===== config.mk =====
export PLATFORM = sky130hd
export DESIGN_NAME = sw_alloc_2to1
export DESIGN_NICKNAME = d
export VERILOG_FILES = /design/src/rtl/noc_pkg.sv /design/src/rtl/sw_alloc_credit.sv /design/src/rtl/sw_alloc_2to1.sv
export SDC_FILE = /design/constraint.sdc
export NUM_CORES = 1
export LEC_CHECK = 0
export CAP_MARGIN = 40
export CORE_MARGIN = 2
export CORE_UTILIZATION = 61
export DETAILED_ROUTE_END_ITERATION = 8
export DONT_BUFFER_PORTS = 1
export GPL_TIMING_DRIVEN = 0
export MAX_ROUTING_LAYER = met4
export PLACE_DENSITY_LB_ADDON = 0.2
export SLEW_MARGIN = 10
export SYNTH_ARGS = -nofsm -noshare
export SYNTH_HDL_FRONTEND = slang
export SYNTH_SLANG_ARGS = --single-unit
export TNS_END_PERCENT = 20

===== constraint.sdc =====
create_clock -name clk -period 3.8 [get_ports clk]
set_input_delay 0.38 -clock clk [delete_from_list [all_inputs] [get_ports clk]]
set_output_delay 0.38 -clock clk [all_outputs]
set_load 0.02 [all_outputs]

===== src/rtl/noc_pkg.sv =====
// rtl/noc_pkg.sv - shared flit-type, allocator state and credit-width definitions
package noc_pkg;

    localparam logic [1:0] FLIT_NONE = 2'b00;
    localparam logic [1:0] FLIT_HEAD = 2'b01;
    localparam logic [1:0] FLIT_TAIL = 2'b10;
    localparam logic [1:0] FLIT_DATA = 2'b11;

    localparam int CRED_W = 4;

    typedef enum logic [1:0] {
        ST_IDLE  = 2'd0,
        ST_LOCK0 = 2'd1,
        ST_LOCK1 = 2'd2
    } alloc_state_t;

    function automatic logic [1:0] port_sel(input logic port);
        return port ? 2'b10 : 2'b01;
    endfunction

endpackage


===== src/rtl/sw_alloc_credit.sv =====
// rtl/sw_alloc_credit.sv - one saturating downstream credit counter for a single VC
module sw_alloc_credit
    import noc_pkg::*;
#(
    parameter int CREDITS = 4
) (
    input  logic              clk,
    input  logic              rst,
    input  logic              i_consume,
    input  logic              i_return,
    output logic [CRED_W-1:0] o_count,
    output logic              o_avail,
    output logic              o_full
);

    localparam logic [CRED_W-1:0] MAX_CRED = CRED_W'(CREDITS);
    localparam logic [CRED_W-1:0] ONE      = CRED_W'(1);

    logic [CRED_W-1:0] r_count;

    // Simultaneous consume and return cancel out, so that case leaves the count alone.
    always_ff @(posedge clk or posedge rst) begin
        if (rst) begin
            r_count <= MAX_CRED;
        end else begin
            case ({i_consume, i_return})
                2'b10: begin
                    if (r_count != '0) r_count <= r_count - ONE;
                end
                2'b01: begin
                    if (r_count != MAX_CRED) r_count <= r_count + ONE;
                end
                default: ;
            endcase
        end
    end

    assign o_count = r_count;
    assign o_avail = (r_count != '0);
    assign o_full  = (r_count == MAX_CRED);

endmodule


===== src/rtl/sw_alloc_2to1.sv =====
// rtl/sw_alloc_2to1.sv - packet-granular credit-aware 2:1 round-robin switch allocator
// Optional protocol checker with sticky oerr output: SW_ALLOC_PROTO_CHK_EN.
module sw_alloc_2to1
    import noc_pkg::*;
#(
    parameter int VCH     = 2,
    parameter int CREDITS = 4,
    localparam int VW     = (VCH > 1) ? $clog2(VCH) : 1
) (
    input  logic                  clk,
    input  logic                  rst,
    input  logic                  ivalid_0,
    input  logic                  ivalid_1,
    input  logic [1:0]            itype_0,
    input  logic [1:0]            itype_1,
    input  logic [VW-1:0]         ivch_0,
    input  logic [VW-1:0]         ivch_1,
    input  logic                  icredit_valid,
    input  logic [VW-1:0]         icredit_vch,
    output logic [1:0]            sel,
    output logic                  ogrant_0,
    output logic                  ogrant_1,
    output logic                  oen,
    output logic [VCH*CRED_W-1:0] ocredit
`ifdef SW_ALLOC_PROTO_CHK_EN
   ,output logic                  oerr
`endif
);

    alloc_state_t r_state;
    logic         r_prio;

    logic [VCH-1:0] w_avail;
    logic [VCH-1:0] w_full;
    logic [VCH-1:0] w_consume_vec;
    logic [VCH-1:0] w_return_vec;
    logic           w_req0;
    logic           w_req1;
    logic [VW-1:0]  w_cons_vch;

    for (genvar v = 0; v < VCH; v++) begin : g_vc
        assign w_consume_vec[v] = oen && (w_cons_vch == VW'(v));
        assign w_return_vec[v]  = icredit_valid && (icredit_vch == VW'(v));

        sw_alloc_credit #(
            .CREDITS (CREDITS)
        ) u_credit (
            .clk       (clk),
            .rst       (rst),
            .i_consume (w_consume_vec[v]),
            .i_return  (w_return_vec[v]),
            .o_count   (ocredit[v*CRED_W +: CRED_W]),
            .o_avail   (w_avail[v]),
            .o_full    (w_full[v])
        );
    end

    // Zero-cycle arbitration: grants come straight from state, credits and live inputs.
    always_comb begin
        sel      = 2'b00;
        ogrant_0 = 1'b0;
        ogrant_1 = 1'b0;
        w_req0   = ivalid_0 && (itype_0 == FLIT_HEAD) && w_avail[ivch_0];
        w_req1   = ivalid_1 && (itype_1 == FLIT_HEAD) && w_avail[ivch_1];
        case (r_state)
            ST_IDLE: begin
                if (w_req0 && (!w_req1 || !r_prio)) begin
                    ogrant_0 = 1'b1;
                    sel      = port_sel(1'b0);
                end else if (w_req1) begin
                    ogrant_1 = 1'b1;
                    sel      = port_sel(1'b1);
                end
            end
            ST_LOCK0: begin
                sel      = port_sel(1'b0);
                ogrant_0 = ivalid_0 && w_avail[ivch_0];
            end
            ST_LOCK1: begin
                sel      = port_sel(1'b1);
                ogrant_1 = ivalid_1 && w_avail[ivch_1];
            end
            default: ;
        endcase
    end

    assign oen        = ogrant_0 | ogrant_1;
    assign w_cons_vch = ogrant_1 ? ivch_1 : ivch_0;

    always_ff @(posedge clk or posedge rst) begin
        if (rst) begin
            r_state <= ST_IDLE;
            r_prio  <= 1'b0;
        end else begin
            case (r_state)
                ST_IDLE: begin
                    if (ogrant_0)      r_state <= ST_LOCK0;
                    else if (ogrant_1) r_state <= ST_LOCK1;
                end
                ST_LOCK0: begin
                    if (ogrant_0 && (itype_0 == FLIT_TAIL)) begin
                        r_state <= ST_IDLE;
                        r_prio  <= 1'b1;
                    end
                end
                ST_LOCK1: begin
                    if (ogrant_1 && (itype_1 == FLIT_TAIL)) begin
                        r_state <= ST_IDLE;
                        r_prio  <= 1'b0;
                    end
                end
                default: r_state <= ST_IDLE;
            endcase
        end
    end

`ifdef SW_ALLOC_PROTO_CHK_EN
    logic [VW-1:0] r_head_vch;
    logic          r_err;
    logic          w_err_set;

    // The owner's VC is latched at HEAD so later flits of the packet can be held to it.
    assign w_err_set =
        (icredit_valid && w_full[icredit_vch]) ||
        ((r_state == ST_LOCK0) && ogrant_0 && (itype_0 == FLIT_HEAD)) ||
        ((r_state == ST_LOCK1) && ogrant_1 && (itype_1 == FLIT_HEAD)) ||
        ((r_state == ST_LOCK0) && ivalid_0 && (ivch_0 != r_head_vch)) ||
        ((r_state == ST_LOCK1) && ivalid_1 && (ivch_1 != r_head_vch));

    always_ff @(posedge clk or posedge rst) begin
        if (rst) begin
            r_head_vch <= '0;
            r_err      <= 1'b0;
        end else begin
            if ((r_state == ST_IDLE) && oen) r_head_vch <= w_cons_vch;
            if (w_err_set)                   r_err      <= 1'b1;
        end
    end

    assign oerr = r_err;
`else
    logic w_unused_full;
    assign w_unused_full = ^w_full;
`endif

endmodule

==> reports/results.tsv <==
stage	metric	value	unit
run_status	outcome	finished clean	
die	DIE WIDTH	43.7	um
critical_path	Setup CP Type	reg2reg	
die	I/O Pins	25	
critical_path	max incr delay on CP	660	ps
sta	FMAX	0.324	GHz
drt	initial DRC count	5	
synthesis	Unique masters post-synth	36	
cts	clk slew on worst S/H paths	70	ps
sta	final setup margin	717	ps
grt	grt ovf	0	
synthesis	Net Count, Synth	125	
power	Leakage Power	0.447	nW
drt	WL/cell	13.9	um
critical_path	cell family with most CP delay	compound AO/OA/AOI/OAI gates	
sta	RSZ-0062 raised after global routing	no	
cts	clock buffer depth	2	
critical_path	category of the worst setup path launch point	register	
die	Vert. Die Dim	43.7	um
sta	slew of the pin with the lowest slew margin	676	ps
place	number of port buffers	0	
sta	TNS Setup	0	ps
drt	Avg Vias per Cell	6.09	
cts	TritonCTS Buffers	3	
finish	Nets	131	
critical_path	Crit path arrival time	3210	ps
grt	first-pass GRT wire length	2760	um
drt	total number of vias	755	
grt	pin count of the biggest net entering global routing	12	
power	power density over the cells	781	nW/um2
place	worst slack, placed	727	ps
place	gpl congestion	0.830	
sta	clk_skew	0.599	ps
drt	Routed Antenna Nets	0	
synthesis	Post-Synthesis Cells	103	
critical_path	Critical Path End Type	register	
cts	CTS tree	yes	
sta	fin crit period	3080	ps
synthesis	Post-synth top flop	dfrtp_1	
synthesis	register area share after synthesis	28.9	%
cts	CTS H-tree depth	1	
synthesis	Synth warnings	0	
grt	initial antenna violation count	0	
die	num rows	14	
cts	CTS Sinks	11	
sta	Slew HR	54.6	%
drt	wirelength, routed	1720	um
finish	ANT cells	0	
power	VDD IR-drop max	0.516	mV
cts	root buf cell	clkbuf_4	
grt	vias in the first global route	702	
drt	Residual DRC	0	
grt	GR Util All Layers	19.2	%
sta	Final setup viols	0	
finish	Syn-to-layout area delta	5.98	%
sta	Slew Limit Fails	0	
cts	Clock Latency Late Sink	260	ps
place	HPWL Detailed	1420	um
sta	fin crit share	81.1	%
synthesis	synthesized area	962	um2
finish	layout cell share with drive strength beyond 1	16.7	%
critical_path	Data required, critical path	3930	ps
synthesis	ys async rst share	100	%
drt	Pre-antenna DRT Iters	3	
cts	# resized after CTS	0	
die	Core Region	1490	um2
critical_path	Crit-path slowest cell	dfstp_2	
critical_path	worst-path fanout max	6	
die	Starting Density	64.6	%
die	Die ar.	1910	um2
finish	post-layout util	68.5	%
run	MaxCap Viol Count	0	
critical_path	cell mode on critical path	ha_1	
synthesis	Yosys reg bits	11	
critical_path	critical-path cell list	nor4_4, o22a_4, o311ai_4, inv_2, a22oi_1, ha_1, inv_1, ha_1, a21oi_1, and3_1, o21ai_1, xnor2_1	
min_path	worst hold path type	in2reg	
synthesis	EDFF count, synth	0	
sta	Fin. Hold Viols	0	
synthesis	Mean Syn Cell Area	9.34	um2
critical_path	worst path bufs/invs	2	
==> flip-flops by register name, indices dropped and copies added (netlist names) <==
register / cells
g_vc.u_credit.o_count: 8
r_state: 2
r_prio: 1
==> where the power goes <==
| part | internal, mW | switching [mW] | total (mW) |
|---|---|---|---|
| Sequential | 0.183 | 0.178 | 0.361 |
| Clock | 0.0388 | 0.0366 | 0.0754 |
| Combinational | 0.170 | 0.190 | 0.360 |
| Total | 0.392 | 0.405 | 0.796 |
==> cells in the final DEF (no fill, tap or decap), types with 2 or more instances in the layout <==
cell,instances
and3_1,3
o21ai_1,2
inv_1,8
nor2_1,3
ha_1,8
nand3_1,2
nor3_1,3
nand2b_1,6
a21oi_1,9
xnor2_1,4
fa_1,2
nand2_1,14
mux2_2,3
dfstp_2,2
inv_2,2
clkbuf_4,3
o21ai_0,2
dfrtp_1,9
nor4_4,2
nor3b_1,2
==> through the flow <==
stage / power [mW] / area (um2) / hold WS [ps] / cells
after global routing: 0.869 / 1020 / 297 / 124
after detailed placement: 0.728 / 982 / 283 / 119
after floorplan: 0.648 / 962 / 231 / 103
final: 0.796 / 1020 / 306 / 124
after global placement: 0.705 / 982 / 273 / 119
after CTS: 0.806 / 1010 / 0.106 / 123
==> area by class of cell <==
class                           count  area [um2]
Multi-Input combinational cell     82         647
Fill cell                         129         469
Sequential cell                    11         278
Inverter                           10        37.5
Clock buffer                        3        22.5
Tap cell                           16        20.0
Timing Repair Buffer                1        10.0
Clock inverter                      1        5.00
==> worst paths after layout <==
kind / startpoint / end / slack [ps] / depth (start not counted)
setup reg to reg: g_vc[1].u_credit.o_count[2]$_DFFE_PP1P_ / g_vc[1].u_credit.o_count[3]$_DFFE_PP0P_ / 720 / 12
hold / removal: itype_1[0] / r_state[1]$_DFFE_PP0P_ / 310 / 2
hold reg to reg: r_state[1]$_DFFE_PP0P_ / r_prio$_DFFE_PP0P_ / 560 / 1
max in group asynchronous: rst / g_vc[0].u_credit.o_count[2]$_DFFE_PP1P_ / 2920 / 2
min in group asynchronous: rst / g_vc[0].u_credit.o_count[0]$_DFFE_PP0P_ / 560 / 2
setup / recovery: g_vc[1].u_credit.o_count[2]$_DFFE_PP1P_ / g_vc[1].u_credit.o_count[3]$_DFFE_PP0P_ / 720 / 12
==> cells by family after synthesis <==
kind of cell	share of synthesized area [%]
xor+xnor	4.55
compound gates	22.0
flops	28.9
fa+ha+maj	14.6
simple gates	22.6
buf+inv	3.90
mux	3.51
==> cell usage after synthesis (2+ instances only) <==
library cell,n,area share [%]
o21ai_1,2,1.0
inv_2,2,0.78
nand2b_1,6,3.9
fa_1,2,4.2
nor3b_1,2,1.6
o21ai_0,2,1.0
ha_1,8,10
a21oi_1,9,4.7
mux2_2,3,3.5
nand2_1,14,5.5
and3_1,3,2.0
xnor2_1,4,3.6
nor2_1,3,1.2
nand3_1,2,1.0
dfrtp_1,9,23
nor3_1,3,1.6
inv_1,8,3.1
nor4_4,2,4.4
dfstp_2,2,5.5
==> routing by layer <==
layer | global-route usage [%] | vias up | part of all wire, %
li1 | - | 380 | -
met1 | 26.1 | 350 | 46
met2 | 30.9 | 23 | 46
met3 | 4.17 | 2 | 7.0
met4 | 1.82 | 0 | 0.58
met5 | - | - | 0
==> worst register-to-register path: cells and delay by family (launching register included) <==
family | cells | cell delay (ps)
XOR/XNOR | 1 | 150
AO/OA/AOI/OAI | 5 | 1120
buffers and inverters | 2 | 230
AND/OR/NAND/NOR | 2 | 280
adder cells (fa/ha/maj) | 2 | 530
flip-flops | 1 | 660
==> what timing repair did <==
item | 4_1_cts | 5_1_grt
endpoints found under the hold margin | 0 | 5
hold buffers | 0 | 1
buffers inserted | 0 | 0
(Power assumes the default switching activity.)
